File: src/rtl/fetch_queue.sv
// Purpose: rv32 instruction-fetch front end; issues sequential imem requests, queues returned words with PCs for decode.
// Latency: request accepted in cycle t, response in t+L, word visible on dec_* in t+L+1 (no response bypass).
// Backpressure: a credit count (queued + live in-flight) holds requests off so every non-stale response has a slot.
//
// Ports:
//   clk, rst             clock (rising edge), asynchronous active-low reset
//   imem_req_*           fetch request valid/ready/address
//   imem_rsp_*           in-order response valid/data (no ready: memory never stalls responses)
//   redirect_*           branch/jump restart; flushes the queue and marks in-flight responses stale
//   dec_*                queue head valid/instr/pc, decode ready
//   q_count              occupied queue entries
module fetch_queue #(
  parameter int              XLEN            = 32,
  parameter int              DEPTH           = 4,
  parameter int              MAX_OUTSTANDING = 2,
  parameter logic [XLEN-1:0] RESET_PC        = 32'h0000_0000
) (
  input  logic                       clk,
  input  logic                       rst,
  output logic                       imem_req_valid,
  input  logic                       imem_req_ready,
  output logic [XLEN-1:0]            imem_req_addr,
  input  logic                       imem_rsp_valid,
  input  logic [31:0]                imem_rsp_data,
  input  logic                       redirect_valid,
  input  logic [XLEN-1:0]            redirect_pc,
  output logic                       dec_valid,
  output logic [31:0]                dec_instr,
  output logic [XLEN-1:0]            dec_pc,
  input  logic                       dec_ready,
  output logic [$clog2(DEPTH+1)-1:0] q_count
);

  localparam int PW = $clog2(DEPTH);
  localparam int CW = $clog2(DEPTH + 1);
  localparam int OW = $clog2(MAX_OUTSTANDING + 1);
  // count + inflight can reach DEPTH + MAX_OUTSTANDING <= 2*DEPTH, one extra bit covers it
  localparam int SW = CW + 1;

  localparam logic [OW-1:0] MAX_OUT  = OW'(MAX_OUTSTANDING);
  localparam logic [SW-1:0] DEPTH_S  = SW'(DEPTH);
  localparam logic [CW-1:0] CNT_FULL = CW'(DEPTH);

  logic [XLEN-1:0] fetch_pc, rsp_pc;
  logic [PW-1:0]   head, tail;
  logic [CW-1:0]   count;
  logic [OW-1:0]   inflight, stale;

  logic [31:0]     instr_mem [DEPTH];
  logic [XLEN-1:0] pc_mem    [DEPTH];

  logic            req_fire, push, pop, rsp_drop;
  logic [SW-1:0]   credit;
  logic [OW-1:0]   stale_on_redirect;
  logic [XLEN-1:0] redirect_aligned;

  always_comb begin
    // stale <= inflight always, so this never underflows
    credit           = SW'(count) + SW'(inflight) - SW'(stale);
    imem_req_valid   = rst && !redirect_valid && (inflight < MAX_OUT) && (credit < DEPTH_S);
    imem_req_addr    = fetch_pc;
    req_fire         = imem_req_valid && imem_req_ready;
    rsp_drop         = imem_rsp_valid && (stale != '0);
    push             = imem_rsp_valid && (stale == '0) && !redirect_valid;
    dec_valid        = (count != '0);
    pop              = dec_valid && dec_ready && !redirect_valid;
    // storage is not reset, so the head is masked while the queue is empty
    dec_instr        = dec_valid ? instr_mem[head] : '0;
    dec_pc           = dec_valid ? pc_mem[head] : '0;
    q_count          = count;
    redirect_aligned = {redirect_pc[XLEN-1:2], 2'b00};
    // a response landing in the redirect cycle is itself dropped, everything else still out becomes stale
    stale_on_redirect = (imem_rsp_valid && inflight != '0) ? inflight - OW'(1) : inflight;
  end

  always_ff @(posedge clk or negedge rst) begin
    if (!rst) begin
      fetch_pc <= RESET_PC;
      rsp_pc   <= RESET_PC;
      head     <= '0;
      tail     <= '0;
      count    <= '0;
      inflight <= '0;
      stale    <= '0;
    end else if (redirect_valid) begin
      fetch_pc <= redirect_aligned;
      rsp_pc   <= redirect_aligned;
      head     <= '0;
      tail     <= '0;
      count    <= '0;
      inflight <= stale_on_redirect;
      stale    <= stale_on_redirect;
    end else begin
      if (req_fire) fetch_pc <= fetch_pc + XLEN'(4);
      if (push) begin
        tail   <= tail + PW'(1);
        rsp_pc <= rsp_pc + XLEN'(4);
      end
      if (pop) head <= head + PW'(1);

      case ({push, pop})
        2'b10:   count <= count + CW'(1);
        2'b01:   count <= count - CW'(1);
        default: count <= count;
      endcase

      case ({req_fire, imem_rsp_valid})
        2'b10:   inflight <= inflight + OW'(1);
        2'b01:   inflight <= inflight - OW'(1);
        default: inflight <= inflight;
      endcase

      if (rsp_drop) stale <= stale - OW'(1);
    end
  end

  always_ff @(posedge clk) begin
    if (push) begin
      instr_mem[tail] <= imem_rsp_data;
      pc_mem[tail]    <= rsp_pc;
    end
  end

  // A live response into a full queue means the memory returned more than was asked for.
  a_no_overflow: assert property (@(posedge clk) disable iff (!rst) !(push && count == CNT_FULL));
  a_rsp_expected: assert property (@(posedge clk) disable iff (!rst) !(imem_rsp_valid && inflight == '0));
  a_inflight_bound: assert property (@(posedge clk) disable iff (!rst) inflight <= MAX_OUT && stale <= inflight);

endmodule

File: config.mk
export PLATFORM = sky130hd
export DESIGN_NAME = fetch_queue
export DESIGN_NICKNAME = d
export VERILOG_FILES = /design/src/rtl/fetch_queue.sv
export SDC_FILE = /design/constraint.sdc
export NUM_CORES = 1
export LEC_CHECK = 0
export ABC_AREA = 1
export BUFFER_PORTS_ARGS = -buffer_cell sky130_fd_sc_hd__buf_2
export CAP_MARGIN = 20
export CORE_MARGIN = 4
export CORE_UTILIZATION = 45
export DETAILED_ROUTE_END_ITERATION = 8
export PLACE_DENSITY_LB_ADDON = 0.08
export SLEW_MARGIN = 20
export SYNTH_ARGS = -nofsm -noshare
export SYNTH_HDL_FRONTEND = slang
export SYNTH_SLANG_ARGS = --single-unit
File: constraint.sdc
create_clock -name clk -period 7.2 [get_ports clk]
set_input_delay 0 -clock clk [delete_from_list [all_inputs] [get_ports clk]]
set_output_delay 0 -clock clk [all_outputs]
set_load 0.03 [all_outputs]
# == Word level (Yosys, flattened, before mapping) ==
# Memories as Yosys holds them, arrays and structs flattened.
# Cells that the tools add are included.
# classes
multipliers,0
n_lt_le_gt_ge,2
div_mod_pow,0
shifts,0
eq_ne,4
bitwise_logic,0
muxes,19
addsub,11
reduce_logical,21
# ops
op,n
two-way mux 32 bit,6
adder 32 x 3 -> 32 bit (second input constant),2
two-way mux 2 bit,8
nonzero test 2 bit,6
logical AND 1 bit,10
nonzero test 3 bit,3
adder 2 x 1 -> 2 bit (second input constant),3
case mux 3 bit (2 select lines),1
adder 3 x 2 -> 4 bit,1
equality test 2 x 1 -> 1 bit (second input constant),2
equality test 2 bit (second input constant),2
< comparator 4 x 3 -> 1 bit (second input constant),1
case mux 2 bit (2 select lines),1
subtractor 2 x 1 -> 2 bit (second input constant),2
subtractor 4 x 2 -> 4 bit,1
adder 3 x 1 -> 3 bit (second input constant),1
two-way mux 3 bit,1
subtractor 3 x 1 -> 3 bit (second input constant),1
zero test 2 bit,1
< comparator 2 bit (second input constant),1
two-way mux 1 bit,2
zero test 1 bit,1
# word_totals
regBits,75
latch_bits,0
romBits,0
word_cells,66
in_bits,70
mem_count,2
mem_bits_rw,256
out_inout_bits,101
# memory_table
memory,depth,word_bits,read_ports,rd_ports_with_merged_regs,write_ports,line_no,source
instr_mem,4,32,1,0,1,49,logic [31:0] instr_mem [DEPTH];
pc_mem,4,32,1,0,1,50,logic [XLEN-1:0] pc_mem [DEPTH];

# == Logic depth before layout (Yosys ltp) ==
# Gate-level depths: netlist of the first run.
# depth
word_depth,8
depth_mapped,16
depth_no_buf,16

# == Least setup slack after synthesis of the first run ==
# Ideal clock, no wire load.
# synth_path
kind,register to register
startpoint,register stale[0]
endpoint,memory instr_mem[0][0] (enable)
path_stages_with_launch,8
setup_ns,0.482
path_buffers,1
t_arrival_ns,3.802
setup_slack_ns,2.915
required_time_ns,6.718
cell_sequence,dfrtp_1 inv_1 ha_1 nand2_1 nor2_1 inv_1 clkbuf_1 nor2_1
# synth_via
elab_chain_cells,5
# synth_lines
item,line_no,source
from (decl),47,"logic [OW-1:0] inflight, stale;"
from (signal assigned),92,stale <= stale_on_redirect;
from (signal assigned),113,if (rsp_drop) stale <= stale - OW'(1);
zero test 2 bit,64,push = imem_rsp_valid && (stale == '0) && !redirect_valid;
logical AND 1 bit (2 in a row),64,
two-way mux 1 bit,118,if (push) begin
two-way mux 1 bit (implied by the code),119,instr_mem[tail] <= imem_rsp_data;
to (decl),49,
# Every way passes these cells.

# == Worst setup path in the final report of the first run ==
# layout_path
startpoint,register stale[0]
endpoint,memory instr_mem[1][28] (enable)
# Same word-level chain as after synthesis.

==> run summary, run 1 <==
The run finished, with violations left. The checks that failed: negative hold slack. After floorplanning, the core was sized to cover 31560 um^2.

By area, the combinational part of the netlist is dominated by simple AND/OR/NAND/NOR gates. The multiplexer fraction of the synthesized cell area was 0; the total power draw was 6003 uW. Setup repair after global routing left no endpoint under its margin. Row generation in the floorplan step produced 65 rows.

The count of final max-slew check failures was 0. Once detailed placement completed, the half-perimeter wirelength came to 21220 um. The area share of and/or/nand/nor cells after synthesis was 0.1815; the count of unique library cells instantiated by Yosys was 42.

Setup violations remaining at the end of the flow were counted as 0. TritonCTS built the clock tree. sky130_fd_sc_hd__edfxtp_1 takes more of the synthesized area than any other cell. The tools report the type of destination of the critical path as a flop. The tools report the clock root buffer as sky130_fd_sc_hd__clkbuf_16. Clock-pin slew was measured on the worst setup and hold paths at 60 ps. The maximum number of buffers from clock root to sink came out at 3.

The library cells used most frequently in the layout, excluding fill and tap cells, are sky130_fd_sc_hd__nor2_1, sky130_fd_sc_hd__edfxtp_1, sky130_fd_sc_hd__nand2_1. Post-synthesis cell count: 1405. The logs give 0 for the number of warnings issued by yosys and 8.355 ps for the clock skew after layout. Counting the fill cells in the layout gives 2778. The clock net sink count is 319, and the final critical delay including setup and external delays is 4081 ps. Highest fanout seen on the critical path: 37. After clock tree synthesis, the repair step resized 0 gates. During I/O placement, the number of pins put on the boundary was 171. Maximum clock rate: 0.2450 GHz. In this run the critical register-to-register path is captured at instr_mem[1][28]. For this block, the initial DRC count from the detailed router was 595. Remaining design rule violation count: 0. Number of nets in the final layout: 1704. The synthesized-area fraction occupied by ao, oa, aoi and oai cells was 0.09849; the sequential cell area fraction in the yosys report was 0.6414. For the number of maximum-capacitance violations, the log shows 0.

The antenna diode count was 0. Using the TritonRoute via totals, the vias-per-cell ratio works out to 5.222. The routed layout has 10706 vias.

The y dimension of the die was 186.8 um. The critical setup path kind was flop to flop. Top-area cell type share of the netlist area: 0.5178. The number of buffers inserted by port buffering was 164; the wire length after detailed routing was 35840 um.

The floorplan die width was 186.8 um. By area the synthesized netlist is led by sky130_fd_sc_hd__edfxtp_1, sky130_fd_sc_hd__dfrtp_1, sky130_fd_sc_hd__nor2_1. Compared with the post-synthesis result, the final layout area differs by 21.38%. The tools report the final hold slack as -0.1125 ps.

Dividing the detail-routed wire length by the instance count gives 17.48 um. Post-synthesis share of cell area spent on xor and xnor gates: 0.02253. The clock latency at the later pin of the worst-skew pair is 510 ps, and the first-pass GRT wire length is 57130 um.

For the number of hold violations in the final report, the log shows 1. The share of final-layout standard cells stronger than drive strength 1 is 0.1602, and the cell count of the worst reg-to-reg path is 7. Post-CTS timing repair inserted 0 buffers for setup.

Before CTS, the worst setup slack after placement is 3032 ps. The worst register-to-register path has a setup slack of 3120 ps. The number of antenna violations at the first check in global routing is 0, and the initial cell density of the core is 0.4557. At the pin with the least slew margin, the transition time is 1043 ps.

For this run the aggregate overflow at the end of global routing stands at 0. The relative slew slack was 0.3023; the area of the mapped netlist was 14380 um^2. The number of optimization iterations in the first detailed-route pass was 7; the number of enable-type register cells in the synthesized netlist was 248. The cts-stage hold buffer count is 66, and the async set-reset flop share out of synthesis is 0.2226.

The total track usage is 0.2035, and the summed negative setup slack over all endpoints is 0 ps. The average instance in the mapped netlist occupies 10.24 um^2. Most used flip-flop cell after synthesis: sky130_fd_sc_hd__edfxtp_1. The class of the tightest hold or removal check is input port to async pin. The H-tree was split into 2 levels. Once detail routing completed, the nets flagged for antenna violations numbered 0. The most frequent standard cell in the layout excluding fill and tap cells is sky130_fd_sc_hd__nor2_1.

STA classifies the critical path startpoint as a flop. For the arrival time of the worst setup path, the log shows 4230 ps. The total power density per cell area is 343.9 nW/um^2. The pin count of the biggest net entering global routing is 77. Area share of fa/ha/maj cells after synthesis: 0.01235. The number of global-route vias before repair was 10454. The worst register-to-register path begins at stale[0]. The share of the cycle needed by the critical path after routing is 0.5668, and the flip-flop and latch count after synthesis is 319. The run gives 0.006903 uW as the static leakage.

The logs give 0.1996 mV for the maximum vdd drop and 34880 um^2 for the area enclosed by the die boundary. In this run, CTS created clock tree buffers numbering 36. Data on the critical path is required at its endpoint by 7340 ps. Routability-driven placement finished with a final weighted congestion of 0.9266.

Across all setup checks in the final design, the least slack found is 3119 ps.
state kept, by name (all words and copies together), names as in the netlist:
| signal | cells |
|---|---|
| inflight | 2 |
| imem_req_addr | 30 |
| instr_mem | 128 |
| q_count | 3 |
| tail | 2 |
| head | 2 |
| pc_mem | 120 |
| rsp_pc | 30 |
| stale | 2 |
kinds of logic (layout without fill, tap and decap cells):
logic type | Yosys count | count (layout)
buf+inv | 157 | 397
compound gates | 263 | 263
xor+xnor | 37 | 37
flops | 319 | 319
other cells | 1 | 4
fa+ha+maj | 13 | 13
simple gates | 615 | 615
per-stage QoR:
step,instances,cell area [um^2],util
3_3_place_gp,1919,15570,0.4934
4_1_cts,2050,17460,0.5532
5_1_grt,2050,17460,0.5532
2_1_floorplan,1408,14390,-
6_report,2050,17460,0.5532
3_5_place_dp,1919,15570,0.4934
worst max path at each step:
stage	startpoint	to	cells past startpoint
2_1_floorplan	stale[0]	instr_mem[0][0]	7
3_3_place_gp	stale[0]	instr_mem[1][26]	7
3_5_place_dp	stale[0]	instr_mem[1][23]	7
4_1_cts	stale[0]	pc_mem[1][28]	7
5_1_grt	stale[0]	pc_mem[1][28]	7
6_report	stale[0]	instr_mem[1][28]	7
Yosys cell counts (6+ instances only):
| cell type | n |
|---|---|
| sky130_fd_sc_hd__edfxtp_1 | 248 |
| sky130_fd_sc_hd__nand3_1 | 72 |
| sky130_fd_sc_hd__a31oi_1 | 6 |
| sky130_fd_sc_hd__buf_2 | 6 |
| sky130_fd_sc_hd__xor2_1 | 26 |
| sky130_fd_sc_hd__nand2_1 | 173 |
| sky130_fd_sc_hd__o21ai_0 | 149 |
| sky130_fd_sc_hd__o221ai_1 | 8 |
| sky130_fd_sc_hd__a21oi_1 | 74 |
| sky130_fd_sc_hd__nor3_1 | 25 |
| sky130_fd_sc_hd__clkbuf_1 | 42 |
| sky130_fd_sc_hd__o211ai_1 | 18 |
| sky130_fd_sc_hd__dfrtp_1 | 71 |
| sky130_fd_sc_hd__nor2_1 | 304 |
| sky130_fd_sc_hd__xnor2_1 | 11 |
| sky130_fd_sc_hd__ha_1 | 11 |
| sky130_fd_sc_hd__nand4_1 | 14 |
| sky130_fd_sc_hd__buf_1 | 15 |
| sky130_fd_sc_hd__inv_1 | 86 |
power by group:
part | total, uW | internal, uW | switching (uW)
Clock | 1870 | 1150 | 722
Sequential | 2360 | 2170 | 197
Combinational | 1770 | 499 | 1270
layout make-up:
cell class | instances | area (um^2) | share of cell area
inverter | 88 | 330.3 | 0.01892
clock inverter | 24 | 295.3 | 0.01692
clock buffer | 41 | 929.6 | 0.05326
sequential | 319 | 9229 | 0.5287
multi-input combinational | 932 | 4579 | 0.2623
timing repair buffer | 244 | 1589 | 0.09103
tap | 402 | 503.0 | 0.02882
worst max-delay path, stage by stage, from the launching register on:
cell and delay (ps):
sky130_fd_sc_hd__dfrtp_1 390, sky130_fd_sc_hd__inv_1 80, sky130_fd_sc_hd__ha_1 170, sky130_fd_sc_hd__nand2_1 130, sky130_fd_sc_hd__nor2_1 810, sky130_fd_sc_hd__inv_1 620, sky130_fd_sc_hd__nor2_4 850, sky130_fd_sc_hd__buf_4 630
layer usage:
layer,track usage,up-vias,part of all wire
met3,0.02656,50,0.048
met4,0.05319,0,0.022
met2,0.3420,285,0.47
met5,0,-,0
met1,0.2824,5115,0.46
li1,-,5256,-
(Power assumes the default switching activity.)
==> run 2: changes to the inputs <==
Settings changed: ABC_AREA 1 to 0.
Clock period 7.2 ns to 4.1 ns, I/O delays scaled along.
==> run 2 against run 1 <==
Net effect: clock skew up 3.2 ps; utilization up 1.2 points; highest routed layer unchanged; the flow still finishes with violations (negative hold slack); final area down 3.0%.
==> run summary, run 2 <==
The flow ran to the end, but the final reports show violations. Violated checks: negative hold slack (unchanged). Highest fanout seen on the critical path: 18 (was 37).

Count of final max-slew check failures: 0 (unchanged). The count of unique library cells instantiated by Yosys is 62 (was 42), and the number of nets still failing antenna checks after routing is 0 (unchanged). The share of final-layout standard cells stronger than drive strength 1 is 0.3116 (was 0.1602). Synth top area cells: sky130_fd_sc_hd__edfxtp_1, sky130_fd_sc_hd__dfrtp_1, sky130_fd_sc_hd__mux4_2 (was sky130_fd_sc_hd__edfxtp_1, sky130_fd_sc_hd__dfrtp_1, sky130_fd_sc_hd__nor2_1). The floorplan die width was 183.3 um (was 186.8 um); the per-instance average area after synthesis was 16.38 um^2 (was 10.24 um^2). The wire length after detailed routing is 29630 um (was 35840 um), and the area inside the core boundary is 29950 um^2 (was 31560 um^2).

The tools report the area of the mapped netlist as 13820 um^2 (was 14380 um^2). The total track usage was 0.1777 (was 0.2035). The tools report the total area of multi-input combinational cells as 4335 um^2 (was 4579 um^2).

The measured slew at the worst slew-check pin is 983.4 ps (was 1043 ps), and the cell count of the worst reg-to-reg path is 9 (was 7). The number of maximum-capacitance violations is 0 (unchanged). The y dimension of the die works out to 183.3 um (was 186.8 um). Terminus of the critical flop-to-flop path: imem_req_addr[19] (was instr_mem[1][28]). The clock root buffer is sky130_fd_sc_hd__clkbuf_16 (unchanged). Number of placed instances with taps included: 1366 (was 1919).

The area growth from synthesis to final layout was 22.44% (was 21.38%). Required arrival time at the worst endpoint: 4490 ps (was 7340 ps). The register with the most flip-flops was instr_mem (unchanged).

For the number of buffers inserted to repair setup after CTS, the log shows 0 (unchanged). The logs give 0.006124 uW (was 0.006903 uW) for the static leakage and 319 (unchanged) for the clock net sink count. Cell with the biggest individual delay on the critical path: sky130_fd_sc_hd__or4_4 (was sky130_fd_sc_hd__nor2_4).

The maximum number of buffers from clock root to sink was 3 (unchanged). The summed negative setup slack over all endpoints was 0 ps (unchanged). Leading cell types in the layout, fill and taps excluded: sky130_fd_sc_hd__edfxtp_1, sky130_fd_sc_hd__buf_2, sky130_fd_sc_hd__dfrtp_1 (was sky130_fd_sc_hd__nor2_1, sky130_fd_sc_hd__edfxtp_1, sky130_fd_sc_hd__nand2_1).

The delay of the slowest critical-path stage is 660 ps (was 850 ps), and the mean number of vias per cell is 5.347 (was 5.222). The class of the tightest hold or removal check is input port to async pin (unchanged). Most frequent standard cell in the layout excluding fill and tap cells: sky130_fd_sc_hd__edfxtp_1 (was sky130_fd_sc_hd__nor2_1). The tools report the remaining design rule violation count as 0 (unchanged). The critical setup path kind is flop to flop (unchanged). The tools report the total power draw as 9970 uW (was 6003 uW). The final estimated routing congestion in global placement was 0.7764 (was 0.9266).

Launching element type of the critical path: a flop (unchanged). The library cell appearing most often on the critical path is sky130_fd_sc_hd__inv_1 (unchanged). Type of destination of the critical path: a flop (unchanged).

The number of global-route vias before repair was 8399 (was 10454); the post-synthesis cell count was 844 (was 1405). Clock skew after layout: 11.59 ps (was 8.355 ps). Area of all placed cells without fillers: 16930 um^2 (was 17460 um^2). Setup repair after global routing left no endpoint under its margin. The tools report the top-level I/O count as 171 (unchanged). The number of buffers inserted by port buffering came out at 164 (unchanged). The logs give 0.3419 (was 0.3023) for the relative slew slack and 820.3 ps (was 3119 ps) for the least setup slack across all paths after layout. The worst setup slack after placement is 813.8 ps (was 3032 ps).

The H-tree depth was 2 (unchanged). The number of nets in the final layout is 1163 (was 1704), and the number of standard-cell rows in the floorplan is 63 (was 65). The filler cell count came out at 2420 (was 2778).

The tools report the arrival time of the worst setup path as 3670 ps (was 4230 ps). The most used flip-flop cell after synthesis was sky130_fd_sc_hd__edfxtp_1 (unchanged). For the number of buffers created by CTS, the log shows 36 (unchanged). The final hold slack was -4.617 ps (was -0.1125 ps).

The logs give 1495 (was 2050) for the filler-free cell count of the finished design and 66 (unchanged) for the cts-stage hold buffer count. The run gives 7994 (was 10706) as the detailed-route via count. TritonCTS built the clock tree. The number of hold violations in the final report was 2 (was 1). The run gives 0 (unchanged) as the number of warnings issued by yosys. The sequential cell area fraction in the yosys report is 0.6672 (was 0.6414), and the top-area cell type share of the netlist area is 0.5387 (was 0.5178). The tools report the number of instances resized during post-cts repair as 0 (unchanged). The clock latency at the later pin of the worst-skew pair was 500 ps (was 510 ps).

The overall overflow remaining after global route was 0 (unchanged). Crit-path cells: inv_1 -> fa_1 -> inv_1 -> ha_1 -> and3b_1 -> or4_4 -> a2111oi_1 -> xor2_1 -> mux2_2 (was inv_1 -> ha_1 -> nand2_1 -> nor2_1 -> inv_1 -> nor2_4 -> buf_4). Async set-reset flop share out of synthesis: 0.2226 (unchanged).

The critical register-to-register path startpoint is q_count[1] (was stale[0]). The final critical delay including setup and external delays is 3280 ps (was 4081 ps). The cell with the most instances after synthesis is sky130_fd_sc_hd__edfxtp_1 (was sky130_fd_sc_hd__nor2_1). The total power density per cell area is 589.0 nW/um^2 (was 343.9 nW/um^2). The maximum vdd drop was 0.2799 mV (was 0.1996 mV); the number of optimization iterations in the first detailed-route pass was 4 (was 7).

For the count of routing violations after the opening detailed-route iteration, the log shows 442 (was 595). Most frequent cells after synthesis: sky130_fd_sc_hd__edfxtp_1, sky130_fd_sc_hd__dfrtp_1, sky130_fd_sc_hd__and2_1, sky130_fd_sc_hd__mux4_2, sky130_fd_sc_hd__mux2_2 (was sky130_fd_sc_hd__nor2_1, sky130_fd_sc_hd__edfxtp_1, sky130_fd_sc_hd__nand2_1, sky130_fd_sc_hd__o21ai_0, sky130_fd_sc_hd__inv_1). The cell accounting for the most synthesized area was sky130_fd_sc_hd__edfxtp_1 (unchanged). The share of the cycle needed by the critical path after routing works out to 0.7999 (was 0.5668). The half-perimeter wire length after detailed placement is 18310 um (was 21220 um).

The post-detailed-route wirelength per cell was 19.82 um (was 17.48 um); the cell area reported after detailed placement was 15120 um^2 (was 15570 um^2). The total setup violations reported at the end of the flow was 0 (unchanged); the number of antenna violations at the first check in global routing was 1 (was 0). The minimum setup slack among reg-to-reg paths is 820 ps (was 3120 ps), and the clock transition at the register clock pins on the worst setup and hold paths after CTS is 60 ps (about the same). Area enclosed by the die boundary: 33590 um^2 (was 34880 um^2). The flip-flop count of the largest register, all copies and words added works out to 128 (unchanged). Dominant delay contributor by cell family on the critical path: simple AND/OR/NAND/NOR gates (unchanged). The pin count of the biggest net entering global routing was 66 (was 77); the flip-flop and latch count after synthesis was 319 (unchanged). Largest registers: instr_mem (128), pc_mem (120) (unchanged). The number of enable-type register cells in the synthesized netlist came out at 248 (unchanged).

For the first-pass GRT wire length, the log shows 47070 um (was 57130 um). For the initial cell density of the core, the log shows 0.4615 (was 0.4557). The footprint of the flip-flops and latches is 9229 um^2 (unchanged).

The count of buffer and inverter cells on the critical path is 2 (was 3). The maximum clock rate came out at 0.3049 GHz (was 0.2450 GHz).
[run 2: cell types whose count changed after synthesis, sizes merged, moves of 39 or more]
cell / change
a21oi: -65
mux4: +62
mux2: +39
o21ai: -143
nor2: -285
nand2: -154
and2: +65
inv: -69
nand3: -47
[run 2: report_power, final]
part / switching [uW] / internal (uW) / total, uW / leakage [uW]
registers: 275 / 3720 / 4000 / 0.00307
logic: 1760 / 1090 / 2850 / 0.00250
clock network: 1210 / 1920 / 3130 / 0.000555
total: 3240 / 6730 / 9970 / 0.00612
[run 2: worst max-delay path by stage]
stage / slack, ps / cells past startpoint / end / startpoint
floorplan: 740 / 12 / imem_req_addr[25] / q_count[1]
global placement: 850 / 9 / imem_req_addr[20] / q_count[1]
detailed placement: 810 / 9 / imem_req_addr[19] / q_count[1]
CTS: 780 / 9 / imem_req_addr[19] / q_count[1]
global route: 600 / 9 / imem_req_addr[18] / q_count[1]
finish: 820 / 9 / imem_req_addr[19] / q_count[1]
[run 2: cell families (layout without fill, tap and decap cells)]
logic type	after synthesis	in the layout	synth area share
mux	107	107	0.1371
fa+ha+maj	13	13	0.01285
other cells	1	5	0.0002713
buf+inv	67	324	0.02045
compound gates	60	60	0.03702
xor+xnor	57	57	0.03611
simple gates	220	220	0.08897
flops	319	319	0.6672
[run 2: metrics by stage]
step                      hold slack (ps)    util
after global routing                37.21  0.5651
after CTS                          0.1802  0.5650
final                              -4.617  0.5651
after detailed placement           -2.153  0.5048
after global placement             -5.125  0.5048
after floorplan                    -295.6       -
[run 2: area by class of cell]
| class | count | area share |
|---|---|---|
| Sequential cell | 319 | 0.5452 |
| Multi-Input combinational cell | 461 | 0.2561 |
| Timing Repair Buffer | 243 | 0.09787 |
| Clock buffer | 48 | 0.05773 |
| Tap cell | 390 | 0.02883 |
| Clock inverter | 14 | 0.009832 |
| Inverter | 19 | 0.004213 |
| Antenna cell | 1 | 0.0001478 |
[run 2: metal layers]
layer | vias up | share of wire | track usage
met4 | 0 | 0.016 | 0.03665
met1 | 4020 | 0.47 | 0.2558
met2 | 204 | 0.46 | 0.2879
met5 | - | 0 | 0
li1 | 3730 | - | -
met3 | 40 | 0.048 | 0.03273
